## config.mk

```make
export PLATFORM = sky130hd
export DESIGN_NAME = scan_bcd_display_flat
export DESIGN_NICKNAME = d
export VERILOG_FILES = /design/src/rtl/scan_bcd_display_pkg.sv /design/src/rtl/scan_bcd_display_if.sv /design/src/rtl/scan_bcd_display_bcd_decade.sv /design/src/rtl/scan_bcd_display.sv /design/src/flat_wrapper.sv
export SDC_FILE = /design/constraint.sdc
export NUM_CORES = 1
export LEC_CHECK = 0
export CORE_AREA = 4 4 68 70
export DETAILED_ROUTE_END_ITERATION = 16
export DIE_AREA = 0 0 72 74
export GPL_TIMING_DRIVEN = 0
export SLEW_MARGIN = 10
export SYNTH_ARGS = -nofsm -noshare
export SYNTH_HDL_FRONTEND = slang
export SYNTH_SLANG_ARGS = --single-unit
```

## constraint.sdc

```tcl
create_clock -name Clk -period 3.6 [get_ports Clk]
set_clock_uncertainty 0.05 [all_clocks]
set_input_delay 1.08 -clock Clk [delete_from_list [all_inputs] [get_ports Clk]]
set_output_delay 1.08 -clock Clk [all_outputs]
set_load 0.01 [all_outputs]
```

## src/rtl/scan_bcd_display_pkg.sv

```systemverilog
// Shared types and constants for the scanned BCD counter display.
package scan_disp_pkg;

   typedef logic [3:0] digit_t;

   localparam digit_t BLANK_CODE = 4'hF;
   localparam digit_t BCD_MAX    = 4'd9;

endpackage

```

## src/rtl/scan_bcd_display_if.sv

```systemverilog
// Counter controls into the display block and the multiplexed digit drive out of it.
interface scan_bcd_display_if #(
   parameter int NDIG = 4
) ();
   import scan_disp_pkg::*;

   logic            Cnt_en;
   logic            Clr;
   logic            Blank_lz;
   digit_t          Seg;
   logic [NDIG-1:0] Sl;
   logic            Ovf;

   modport master (
      output Cnt_en, Clr, Blank_lz,
      input  Seg, Sl, Ovf
   );

   modport slave (
      input  Cnt_en, Clr, Blank_lz,
      output Seg, Sl, Ovf
   );

endinterface

```

## src/rtl/scan_bcd_display_bcd_decade.sv

```systemverilog
// One BCD decade of the counter: wraps 9->0 and reports a carry when it does.
module bcd_decade
   import scan_disp_pkg::*;
(
   input  logic   Clk,
   input  logic   Reset,
   input  logic   clr,
   input  logic   carry_in,
   output logic   carry_out,
   output digit_t digit
);

   // Carry-out is combinational so a carry ripples through every decade in one cycle.
   assign carry_out = carry_in && (digit >= BCD_MAX);

   // NOTE: sequential state is written with non-blocking assignments only.
   always_ff @(posedge Clk or posedge Reset) begin
      if (Reset) begin
         digit <= '0;
      end else if (clr) begin
         digit <= '0;
      end else if (carry_in) begin
         digit <= (digit >= BCD_MAX) ? '0 : digit + 4'd1;
      end
   end

endmodule

```

## src/rtl/scan_bcd_display.sv

```systemverilog
// Prescaled NDIG-decade BCD counter with a multiplexed, optionally zero-blanked display scan.
module scan_bcd_display
   import scan_disp_pkg::*;
#(
   parameter int NDIG     = 4,
   parameter int PRESCALE = 5,
   parameter int SCAN_DIV = 1
) (
   input logic                Clk,
   input logic                Reset,
   scan_bcd_display_if.slave  bus
);

   localparam int PRE_W  = (PRESCALE > 1) ? $clog2(PRESCALE) : 1;
   localparam int SDIV_W = (SCAN_DIV > 1) ? $clog2(SCAN_DIV) : 1;
   localparam int IDX_W  = $clog2(NDIG);

   localparam logic [PRE_W-1:0]  PRE_LAST  = PRE_W'(PRESCALE - 1);
   localparam logic [SDIV_W-1:0] SDIV_LAST = SDIV_W'(SCAN_DIV - 1);
   localparam logic [IDX_W-1:0]  IDX_LAST  = IDX_W'(NDIG - 1);

   logic [PRE_W-1:0]  pre;
   logic [SDIV_W-1:0] sdiv;
   logic [IDX_W-1:0]  idx;
   logic [NDIG:0]     carry;
   digit_t            digits [NDIG];
   logic              zero_from_idx;
   logic [NDIG-1:0]   sl_n;
   logic              ovf_q;

   // Count path: prescaler feeds the decade chain.
   always_ff @(posedge Clk or posedge Reset) begin
      if (Reset) begin
         pre <= '0;
      end else if (bus.Clr) begin
         pre <= '0;
      end else if (bus.Cnt_en) begin
         pre <= (pre == PRE_LAST) ? '0 : pre + PRE_W'(1);
      end
   end

   assign carry[0] = bus.Cnt_en && (pre == PRE_LAST);

   for (genvar k = 0; k < NDIG; k++) begin : g_decade
      bcd_decade u_decade (
         .Clk       (Clk),
         .Reset     (Reset),
         .clr       (bus.Clr),
         .carry_in  (carry[k]),
         .carry_out (carry[k+1]),
         .digit     (digits[k])
      );
   end

   // A carry out of the top decade means the count wrapped from all nines.
   always_ff @(posedge Clk or posedge Reset) begin
      if (Reset) begin
         ovf_q <= 1'b0;
      end else if (bus.Clr) begin
         ovf_q <= 1'b0;
      end else if (carry[NDIG]) begin
         ovf_q <= 1'b1;
      end
   end

   // Display path runs free of the count controls so no scan position is ever skipped.
   always_ff @(posedge Clk or posedge Reset) begin
      if (Reset) begin
         sdiv <= '0;
         idx  <= '0;
      end else if (sdiv == SDIV_LAST) begin
         sdiv <= '0;
         idx  <= (idx == IDX_LAST) ? '0 : idx + IDX_W'(1);
      end else begin
         sdiv <= sdiv + SDIV_W'(1);
      end
   end

   // NOTE: every combinational output gets a default first so no latch is inferred.
   always_comb begin
      sl_n      = '1;
      sl_n[idx] = 1'b0;
   end

   // Leading zero: the selected digit and every digit above it are zero.
   always_comb begin
      zero_from_idx = 1'b1;
      for (int k = 0; k < NDIG; k++) begin
         if ((k >= int'(idx)) && (digits[k] != '0)) zero_from_idx = 1'b0;
      end
   end

   assign bus.Seg = (bus.Blank_lz && (idx != '0) && zero_from_idx) ? BLANK_CODE : digits[idx];
   assign bus.Sl  = sl_n;
   assign bus.Ovf = ovf_q;

endmodule

```

## src/flat_wrapper.sv

```systemverilog
// flat-port wrapper written by rule: the top's interface ports become plain ports
module scan_bcd_display_flat import scan_disp_pkg::*;
#(
   parameter int NDIG     = 4,
   parameter int PRESCALE = 5,
   parameter int SCAN_DIV = 1
)
  (Clk, Reset, bus_Cnt_en, bus_Clr, bus_Blank_lz, bus_Seg, bus_Sl, bus_Ovf);
  scan_bcd_display_if #(.NDIG(NDIG)) bus_i ();
  input logic Clk;
  input logic Reset;
  input wire logic [$bits(bus_i.Cnt_en)-1:0] bus_Cnt_en;
  input wire logic [$bits(bus_i.Clr)-1:0] bus_Clr;
  input wire logic [$bits(bus_i.Blank_lz)-1:0] bus_Blank_lz;
  output wire logic [$bits(bus_i.Seg)-1:0] bus_Seg;
  output wire logic [$bits(bus_i.Sl)-1:0] bus_Sl;
  output wire logic [$bits(bus_i.Ovf)-1:0] bus_Ovf;
  assign bus_i.Cnt_en = bus_Cnt_en;
  assign bus_i.Clr = bus_Clr;
  assign bus_i.Blank_lz = bus_Blank_lz;
  assign bus_Seg = bus_i.Seg;
  assign bus_Sl = bus_i.Sl;
  assign bus_Ovf = bus_i.Ovf;
  scan_bcd_display #(.NDIG(NDIG), .PRESCALE(PRESCALE), .SCAN_DIV(SCAN_DIV)) u_core (.Clk(Clk), .Reset(Reset), .bus(bus_i));
endmodule
```

# After elaboration in Yosys (flattened, before gate mapping)
# Cells that the tools add are included.
# word_totals
output_inout_bits	9
romBits	0
ramBits	0
register_bits	23
latch_bits	0
memories	0
# op_classes
n_shift	0
muxes	29
bitwise	2
eq_ne	2
n_mul	0
reduce_logical	22
n_div	0
order_cmp	10
n_addsub	7
# op_table
op	n
4-bit 2-to-1 mux	15
4-bit by 1-bit adder with 4-bit output, second input constant	4
4-bit greater-or-equal comparator, second input constant	4
4-bit nonzero test	4
2-bit nonzero test	7
1-bit logical AND	11
3-bit 2-to-1 mux	3
4-bit binary-select mux with 2-bit select	1
1-bit 2-to-1 mux	8
1-bit by 2-bit greater-or-equal comparator with 1-bit output, first input constant	2
4-bit NOT	1
3-bit by 1-bit adder with 3-bit output, second input constant	1
3-bit equality test, second input constant	1
3-bit greater-or-equal comparator, second input constant	1
2-bit by 3-bit less-than comparator with 1-bit output, second input constant	1
2-bit NOT with 3-bit output	1
2-bit by 1-bit adder with 2-bit output, second input constant	1
1-bit demux with 2-bit select	1
2-bit equality test, second input constant	1
2-bit by 1-bit greater-or-equal comparator with 1-bit output, second input constant	1
2-bit greater-or-equal comparator, first input constant	1
2-bit 2-to-1 mux	1
1-bit adder, second input constant	1

# Depth between registers and ports, before layout
# Gate-level depths: netlist (run 1).
# logic_depth
ltp_word	8
depth_mapped	8
mapped_depth_nobuf	6

# Cells and area by module
# From an unflattened synthesis (run 1), not the netlist that was laid out.
# unflattened
hier_cells	159
area_unflattened_um2	1615.3
# by_module_without_submodules
module	n_inst	area_each_um2	cells_per_inst
bcd_decade	4	275.3	27
scan_bcd_display	1	514.2	51

# Least setup slack after synthesis (run 1)
# No wires, ideal clock.
# synth_path
kind	input-to-output
startpoint	input bus_Blank_lz
endpoint	output bus_Seg[2]
setup_slack_ns	0.842
n_path_buf	0
stages	4
arrival_ns	1.628
cell_sequence	nand2_1 -> nor4_1 -> and3_1 -> or2_2
# synth_between
elab_chain_len	3
# synth_rtl
element	line_no	source
start: declaration	flat_wrapper.sv:14	input wire logic [$bits(bus_i.Blank_lz)-1:0] bus_Blank_lz;
1-bit logical AND (2 in a row)	scan_bcd_display.sv:93	assign bus.Seg = (bus.Blank_lz && (idx != '0) && zero_from_idx) ? BLANK_CODE : digits[idx];
4-bit 2-to-1 mux	scan_bcd_display.sv:93	
end: declaration	flat_wrapper.sv:15	output wire logic [$bits(bus_i.Seg)-1:0] bus_Seg;
# Every way passes these cells.

# Final worst setup path (run 1)
# layout_path
startpoint	input bus_Blank_lz
endpoint	output bus_Seg[3]
# Same word-level chain as after synthesis.

==> results of run 1 <==
==> layout make-up <==
cell class                      count  area share (%)
Timing Repair Buffer               13           6.228
Inverter                           21           4.409
Sequential cell                    22           30.79
Buffer                              6           3.079
Multi-Input combinational cell    112           49.69
Tap cell                           50           3.499
Clock buffer                        3           2.309
==> Yosys cell counts, types with 2 or more instances <==
| cell | instances | share of area [%] |
|---|---|---|
| or2_2 | 2 | 0.80 |
| ha_1 | 20 | 16 |
| xnor2_1 | 2 | 1.1 |
| nand4_1 | 3 | 1.2 |
| o21ai_0 | 5 | 1.6 |
| inv_1 | 21 | 5.0 |
| a21oi_1 | 8 | 2.5 |
| nor3_1 | 6 | 1.9 |
| or2b_2 | 2 | 1.1 |
| o22ai_1 | 2 | 0.80 |
| buf_6 | 4 | 2.9 |
| nor4_1 | 3 | 1.2 |
| buf_2 | 2 | 0.64 |
| nand2b_1 | 2 | 0.80 |
| nor2_1 | 12 | 2.9 |
| nand2_1 | 8 | 1.9 |
| nand3_1 | 7 | 2.2 |
| and3_1 | 2 | 0.80 |
| dfrtp_1 | 22 | 35 |
| mux4_2 | 4 | 5.7 |
==> flip-flops by register name, indices dropped and copies added, names as in the netlist <==
register,count
u_core.g_decade.u_decade.digit,16
u_core.pre,3
u_core.idx,2
u_core.bus.Ovf,1
==> where the power goes <==
| part | internal (uW) | leakage [uW] | switching [uW] | total [uW] |
|---|---|---|---|---|
| Clock | 74.6 | 0.0000216 | 76.9 | 152 |
| Combinational | 15.1 | 0.000492 | 20.2 | 35.3 |
| Sequential | 249 | 0.000302 | 2.34 | 252 |
| Total | 339 | 0.000815 | 99.4 | 438 |
==> layer usage <==
layer | wire length, um | GRT usage, %
met3 | 131 | 2.703
met5 | 0 | 0
met4 | 68 | 5.219
met1 | 1550 | 18.01
met2 | 1582 | 24.18
==> critical path: cells and delay by family <==
kind / cells / cell delay (ns)
buffers and inverters: 2 / 0.72
and+or+nand+nor: 4 / 0.55
==> timing repair <==
| action | in CTS | in global routing |
|---|---|---|
| setup endpoints to repair | 4 | 3 |
| pin swaps | 1 | 2 |
| buffers inserted | 1 | 0 |
| gates cloned | 0 | 0 |
| gates resized for setup | 5 | 5 |
==> logic make-up (layout without fill, tap and decap cells) <==
| logic type | after synthesis | in the layout | synth area share (%) |
|---|---|---|---|
| buffers and inverters | 27 | 43 | 8.512 |
| AO/OA/AOI/OAI | 28 | 28 | 12.01 |
| XOR/XNOR | 3 | 3 | 1.671 |
| multiplexers | 6 | 6 | 7.081 |
| AND/OR/NAND/NOR | 55 | 55 | 19.81 |
| flip-flops | 22 | 22 | 35.00 |
| adder cells (fa/ha/maj) | 20 | 20 | 15.91 |
==> per-stage QoR <==
| step | instances | hold slack [ns] |
|---|---|---|
| 2_1_floorplan | 161 | 0.4625 |
| 3_3_place_gp | 223 | 0.4619 |
| 3_5_place_dp | 223 | 0.4779 |
| 4_1_cts | 227 | 0.4904 |
| 5_1_grt | 227 | 0.5292 |
| 6_report | 227 | 0.4815 |
==> final timing paths <==
| path | from | to | depth (start not counted) |
|---|---|---|---|
| min in group asynchronous | Reset | u_core.pre[2] | 2 |
| max in group asynchronous | Reset | u_core.bus.Ovf | 2 |
| worst min register to register | u_core.bus.Ovf | u_core.bus.Ovf | 2 |
| worst max-delay path | bus_Blank_lz | bus_Seg[3] | 6 |
| worst max register to register | u_core.g_decade[2].u_decade.digit[0] | u_core.g_decade[3].u_decade.digit[1] | 6 |
| worst min-delay path | u_core.bus.Ovf | u_core.bus.Ovf | 2 |
==> results_dict.tcl, run 1 <==
set metrics [dict create \
    critPathSlowestCell "clkdlybuf4s50_1" \
    layout-drive-gt1-share_pct 16.38 \
    post-place-ws_ns -0.1708 \
    cts_inserted_buffers 3 \
    layout_commonest_cell "dfrtp_1" \
    grt_setup_unrepaired "false" \
    cts_htree_levels 1 \
    antenna_found_initial 0 \
    crit_path_max_fanout 2 \
    worst_slack_ns 0.1118 \
    hold_viol_final 0 \
    die-area_um2 5328 \
    ant_nets 0 \
    utilization_pct 45.02 \
    clk_path_buf_depth 2 \
    async_flop_share_pct 100.0 \
    gr-total-overflow 0 \
    dpl.hpwl_um 2560 \
    ir_worst_vdd_uv 96.30 \
    dpl_cell_area_um2 1755 \
    fin_tns_setup_ns 0 \
    path_cells "clkdlybuf4s50_1, nand2_1, nor4_1, and3_1, or2_2, dlygate4sd2_1" \
    grt_pass1_vias 1246 \
    setup_violations 0 \
    rows 23 \
    p_per_area_nw_per_um2 245.2 \
    core-area_um2 3971 \
    insertion_delay_ns 0.26 \
    track_usage_pct 14.18 \
    p_leak_uw 0.0008154 \
    fp.dieH_um 74 \
    cap_violations 0 \
    num_vias 1207 \
    wl_um 3333 \
    hold_path_class "reg2reg" \
    area_growth_pct 13.68 \
    status "finished, final reports clean" \
    end_kind "primary output" \
    crit_path_start_kind "input pin" \
    synth_nets 186 \
    hold_buffers 0 \
    min_period_over_period_pct 96.90 \
    yosys.cell_types.count 44 \
    synth_cells 161 \
    period_minus_slack_ns 3.488 \
    r2r_slack_ns 1.50 \
    drv_slew 0 \
    fp.dieW_um 72 \
    yosysWarnings 0 \
    finalWeightedCongestion 0.8138 \
    critPathArrivalTime_ns 2.36 \
    final_nets 204 \
    synth-edff-count 0 \
    multiInputGateArea_um2 888.4 \
    ys_ff_latch 22 \
    drc_errors 0 \
    fin_area_um2 1788 \
    port_buffers 12 \
    clkSlewWorstSetupHoldPaths_ns 0.07 \
    crit_type "in2out" \
    cts_root_buf "clkbuf_8" \
    max_stage_delay_ns 0.46 \
    cts_tree "yes" \
    synth_area_um2 1573 \
    num_antenna_cells 0 \
    fmax_mhz 286.7 \
    wl_per_cell_um 14.68 \
    grt_first_pass_wirelength_um 5878 \
    seq_area_frac_synth_pct 35.00 \
    fillers 385 \
    final_cell_mix "dfrtp_1, inv_1, ha_1" \
    routed_via_density 5.317 \
    seq_area_um2 550.5 \
    grt_max_degree 23 \
    cp.required_ns 2.47 \
    drt-pass1-iter-count 4 \
    slew-limit-headroom_pct 42.22 \
    start_util_pct 39.60 \
    synthFlopType "dfrtp_1" \
    p_total_uw 438.4 \
    syn_avg_cell_area_um2 9.769 \
    drt_iter0_drc 54 \
    worstMarginPinSlew_ns 0.8657 \
    cts.sinks 22 \
    io_pins 14 \
]
Power figures use the tool's default switching activity.
==> inputs of run 2 (changes only) <==
--- a/config.mk
+++ b/config.mk
@@ -9,6 +9,7 @@
 export DETAILED_ROUTE_END_ITERATION = 16
 export DIE_AREA = 0 0 72 74
 export GPL_TIMING_DRIVEN = 0
+export HOLD_SLACK_MARGIN = 0.08
 export SLEW_MARGIN = 10
 export SYNTH_ARGS = -nofsm -noshare
 export SYNTH_HDL_FRONTEND = slang
==> constraint.sdc (replaced) <==
create_clock -name Clk -period 3.7 [get_ports Clk]
set_clock_uncertainty 0.05 [all_clocks]
set_input_delay 1.11 -clock Clk [delete_from_list [all_inputs] [get_ports Clk]]
set_output_delay 1.11 -clock Clk [all_outputs]
set_load 0.01 [all_outputs]
==> results_dict.tcl, run 2 (same netlist as run 1, synthesis figures left out) <==
set metrics [dict create \
    status "finished, final reports clean" \
    start_util_pct 39.60 \
    drc_errors 0 \
    critPathSlowestCell "clkdlybuf4s50_1" \
    critPathTopFamily "buffers and inverters" \
    wl_um 3332 \
    hold_ws_ns 0.4815 \
    regMostFlops "u_core.g_decade.u_decade.digit" \
    grt_pass1_vias 1246 \
    hold_viol_final 0 \
    fmax_mhz 277.2 \
    cts_root_buf "clkbuf_8" \
    ir_worst_vdd_uv 94.17 \
    grt_first_pass_wirelength_um 5878 \
    area_growth_pct 14.56 \
    grt_setup_unrepaired "false" \
    crit_start "bus_Blank_lz" \
    cts_tree "yes" \
    critPathArrivalTime_ns 2.45 \
    ant_nets 0 \
    hold_buffers 0 \
    final_nets 204 \
    cts_htree_levels 1 \
    final_cell_mix "dfrtp_1, inv_1, ha_1" \
    fp.dieW_um 72 \
    finalWeightedCongestion 0.8138 \
    setup_violations 0 \
    cts_inserted_buffers 3 \
    path_cells "clkdlybuf4s50_1, nand2_1, nor4_1, and3_1, buf_4, nand2b_1, dlygate4sd2_1" \
    core-area_um2 3971 \
    clkSlewWorstSetupHoldPaths_ns 0.07 \
    drt-pass1-iter-count 4 \
    wl_per_cell_um 14.68 \
    hold_path_class "reg2reg" \
    fp.dieH_um 74 \
    layout-drive-gt1-share_pct 14.69 \
    insertion_delay_ns 0.26 \
    largest_register_ffs 16 \
    crit_path_max_fanout 3 \
    dpl.cell_count 223 \
    drv_slew 0 \
    multiInputGateArea_um2 888.4 \
    layout_commonest_cell "dfrtp_1" \
    clk_path_buf_depth 2 \
    p_leak_uw 0.0008182 \
    reg_top3 "u_core.g_decade.u_decade.digit x16, u_core.pre x3, u_core.idx x2" \
    track_usage_pct 14.18 \
    port_buffers 12 \
    gr-total-overflow 0 \
    num_antenna_cells 0 \
    num_vias 1201 \
    crit_path_start_kind "input pin" \
    fillers 383 \
    hold_start "u_core.bus.Ovf" \
    rows 23 \
    drt_iter0_drc 61 \
    routed_via_density 5.291 \
    period_minus_slack_ns 3.608 \
    p_per_area_nw_per_um2 237.3 \
    utilization_pct 45.37 \
    fin_tns_setup_ns 0 \
    io_pins 14 \
    min_period_over_period_pct 97.52 \
    worstMarginPinSlew_ns 0.8655 \
    end_kind "primary output" \
    die-area_um2 5328 \
    slew-limit-headroom_pct 42.24 \
    seq_area_um2 550.5 \
    grt_max_degree 23 \
    final_cell_count_no_fill 227 \
    crit_type "in2out" \
    cp.required_ns 2.54 \
    antenna_found_initial 0 \
    cts.sinks 22 \
    cap_violations 0 \
    dpl.hpwl_um 2560 \
    r2r-start "u_core.g_decade[2].u_decade.digit[0]" \
    crit_buf_inv 3 \
    max_stage_delay_ns 0.46 \
]
-- run 2: cell types whose count changed in the layout (fill, tap and decap cells not counted) --
cell and delta:
clkbuf_2 -3, dlygate4sd2_1 +1, clkdlybuf4s15_1 +2
-- run 2: tightest hold or removal path, cell delays in order (launching register included) --
cell	delay (ns)
dfrtp_1	0.38
inv_1	0.07
a21oi_2	0.05
-- run 2: report_power, final --
group	total, uW	internal, uW	switching [uW]
sequential	245	243	2.32
combinational	34.9	15.4	19.5
clock	148	72.6	75.2
total	428	331	97.0
-- run 2: path summary, 6_finish.rpt --
kind                                                        end  slack (ns)  depth (start not counted)
setup / recovery                                     bus_Seg[0]        0.09                          7
hold / removal                                   u_core.bus.Ovf        0.48                          2
setup reg to reg           u_core.g_decade[3].u_decade.digit[1]        1.60                          6
hold reg to reg                                  u_core.bus.Ovf        0.48                          2
max in group asynchronous                        u_core.bus.Ovf        1.79                          2
min in group asynchronous                         u_core.pre[2]        1.27                          2
-- run 2: area by class of cell --
class,instances,area share [%]
Buffer,6,3.056
Clock buffer,3,2.292
Inverter,21,4.375
Multi-Input combinational cell,112,49.31
Sequential cell,22,30.56
Tap cell,50,3.472
Timing Repair Buffer,13,6.944
-- run 2: metrics by stage --
stage | setup WS [ns] | instance area (um2) | total power (uW)
after floorplan | 0.8824 | 1573 | 270.9
after global placement | -0.1169 | 1755 | 283.8
after detailed placement | -0.1308 | 1755 | 285.8
after CTS | 0.02102 | 1799 | 434.6
after global routing | 0.00004419 | 1802 | 451.1
final | 0.09186 | 1802 | 427.6
-- run 2: timing repair --
item                       CTS  global route
hold endpoints to repair     0             0
pin swaps                    1             1
gates resized for setup      4             2
buffers inserted             1             0
setup endpoints to repair    4             3
-- run 2: routing by layer --
layer	share of wire [%]	track usage, %
met1	46	18.01
met2	47	24.18
met3	4.0	2.703
met4	2.0	5.219
met5	0	0
==> inputs of run 3 (changes only) <==
--- a/config.mk
+++ b/config.mk
@@ -14,3 +14,4 @@
 export SYNTH_ARGS = -nofsm -noshare
 export SYNTH_HDL_FRONTEND = slang
 export SYNTH_SLANG_ARGS = --single-unit
+export TNS_END_PERCENT = 20
==> results_dict.tcl, run 3 (same netlist as run 1, synthesis figures left out) <==
set metrics [dict create \
    crit_start "bus_Blank_lz" \
    dpl.hpwl_um 2560 \
    reg_top3 "u_core.g_decade.u_decade.digit x16, u_core.pre x3, u_core.idx x2" \
    layout_commonest_cell "dfrtp_1" \
    ant_nets 0 \
    wl_per_cell_um 14.69 \
    post-place-ws_ns -0.1308 \
    port_buffers 12 \
    fin_area_um2 1792 \
    dpl_cell_area_um2 1755 \
    clkSlewWorstSetupHoldPaths_ns 0.07 \
    cp.required_ns 2.54 \
    switchingPower_uw 96.94 \
    fp.dieH_um 74 \
    cts_tree "yes" \
    cts_setup_buffers 0 \
    ir_worst_vdd_uv 94.16 \
    status "finished, final reports clean" \
    p_int_uw 329.7 \
    hold_buffers 0 \
    die-area_um2 5328 \
    r2r-start "u_core.g_decade[2].u_decade.digit[0]" \
    drt-pass1-iter-count 4 \
    worst_slack_ns 0.1373 \
    utilization_pct 45.12 \
    cts_inserted_buffers 3 \
    period_minus_slack_ns 3.563 \
    layout-drive-gt1-share_pct 14.20 \
    grt_setup_unrepaired "false" \
    p_comb_share_pct 7.9 \
    finalWeightedCongestion 0.8138 \
    p_sw_share_pct 22.72 \
    rows 23 \
    io_pins 14 \
    slew-limit-headroom_pct 41.91 \
    r2r_slack_ns 1.60 \
    grt_first_pass_wirelength_um 5851 \
    p_leak_uw 0.0008148 \
    crit_path_max_fanout 4 \
    wl_um 3320 \
    largest_register_ffs 16 \
    num_vias 1199 \
    cts_htree_levels 1 \
    critPathArrivalTime_ns 2.40 \
    crit_type "in2out" \
    num_antenna_cells 0 \
    path_cells "clkdlybuf4s50_1, nand2_1, nor4_1, and3_1, or2_2, dlygate4sd2_1" \
    track_usage_pct 14.13 \
    min_period_over_period_pct 96.29 \
    grt_pass1_vias 1236 \
    critPathCapture "bus_Seg[2]" \
    cts.sinks 22 \
    critPathSlowestCell "clkdlybuf4s50_1" \
    fp.dieW_um 72 \
    reg2reg_depth 6 \
    routed_via_density 5.305 \
    p_per_area_nw_per_um2 238.1 \
    final_nets 203 \
    end_kind "primary output" \
    cts_root_buf "clkbuf_8" \
    antenna_found_initial 0 \
    power_frac_clock_pct 34.7 \
    start_util_pct 39.60 \
    hold_path_class "reg2reg" \
    drc_errors 0 \
    regMostFlops "u_core.g_decade.u_decade.digit" \
    cap_violations 0 \
    clk_path_buf_depth 2 \
    setup_violations 0 \
    core-area_um2 3971 \
    drt_iter0_drc 45 \
    r2r-end "u_core.g_decade[3].u_decade.digit[1]" \
    fmax_mhz 280.7 \
    max_stage_delay_ns 0.40 \
    area_growth_pct 13.92 \
    crit_path_start_kind "input pin" \
    worstMarginPinSlew_ns 0.8705 \
    p_seq_share_pct 57.4 \
    drv_slew 0 \
    hold_viol_final 0 \
    gr-total-overflow 0 \
    insertion_delay_ns 0.26 \
    grt_max_degree 23 \
    final_cell_mix "dfrtp_1, inv_1, ha_1" \
]
-- run 3: cell types whose count changed in the layout (fill, tap and decap cells not counted) --
cell / before / now
buf_4: 1 / 0
clkdlybuf4s15_1: 2 / 0
dlygate4sd2_1: 2 / 4
-- run 3: critical path, delay by kind of cell --
family | cells | cell delay, ns
buf+inv | 2 | 0.69
simple gates | 4 | 0.61
-- run 3: layout make-up --
class / count / area (um2)
fillers: 386 / 2180
multi-input cells: 112 / 888.4
flip-flops and latches: 22 / 550.5
repair buffers: 12 / 115.1
inverters: 21 / 78.83
well taps: 50 / 62.56
plain buffers: 6 / 55.05
clock buffers: 3 / 41.29
-- run 3: through the flow --
step	power (uW)	TNS [ns]	std cells	hold WS [ns]
6_report	426.6	0	226	0.4815
5_1_grt	449.9	0	226	0.5292
4_1_cts	433.7	0	226	0.4904
3_5_place_dp	285.8	-0.4885	223	0.4779
3_3_place_gp	283.8	-0.4608	223	0.4619
2_1_floorplan	270.9	0	161	0.4625
-- run 3: power by group through the flow --
stage / sequential (uW) / combinational [uW] / clock (uW)
3_3_place_gp: 249 / 34.5 / 0
4_1_cts: 245 / 34.7 / 154
2_1_floorplan: 249 / 21.9 / 0
5_1_grt: 245 / 39.2 / 166
6_report: 245 / 33.8 / 148
3_5_place_dp: 249 / 36.4 / 0
-- run 3: worst min path at each step --
stage              startpoint        endpoint  slack (ns)  cells past startpoint
2_1_floorplan   u_core.pre[1]   u_core.pre[1]        0.46                      2
6_report       u_core.bus.Ovf  u_core.bus.Ovf        0.48                      2
5_1_grt        u_core.bus.Ovf  u_core.bus.Ovf        0.53                      2
4_1_cts        u_core.bus.Ovf  u_core.bus.Ovf        0.49                      2
3_5_place_dp   u_core.bus.Ovf  u_core.bus.Ovf        0.48                      2
3_3_place_gp   u_core.bus.Ovf  u_core.bus.Ovf        0.46                      2
-- run 3: what timing repair did --
action / 4_1_cts / 5_1_grt
endpoints found under the hold margin: 0 / 0
setup endpoints to repair: 4 / 0
gates resized for setup: 4 / 0
-- run 3: layer usage --
layer	GRT usage, %	part of all wire, %	vias to the layer above
met5	0	0	-
met4	5.219	2.0	0
met3	2.703	3.8	7
met2	23.88	47	22
met1	18.09	47	580
li1	-	-	590
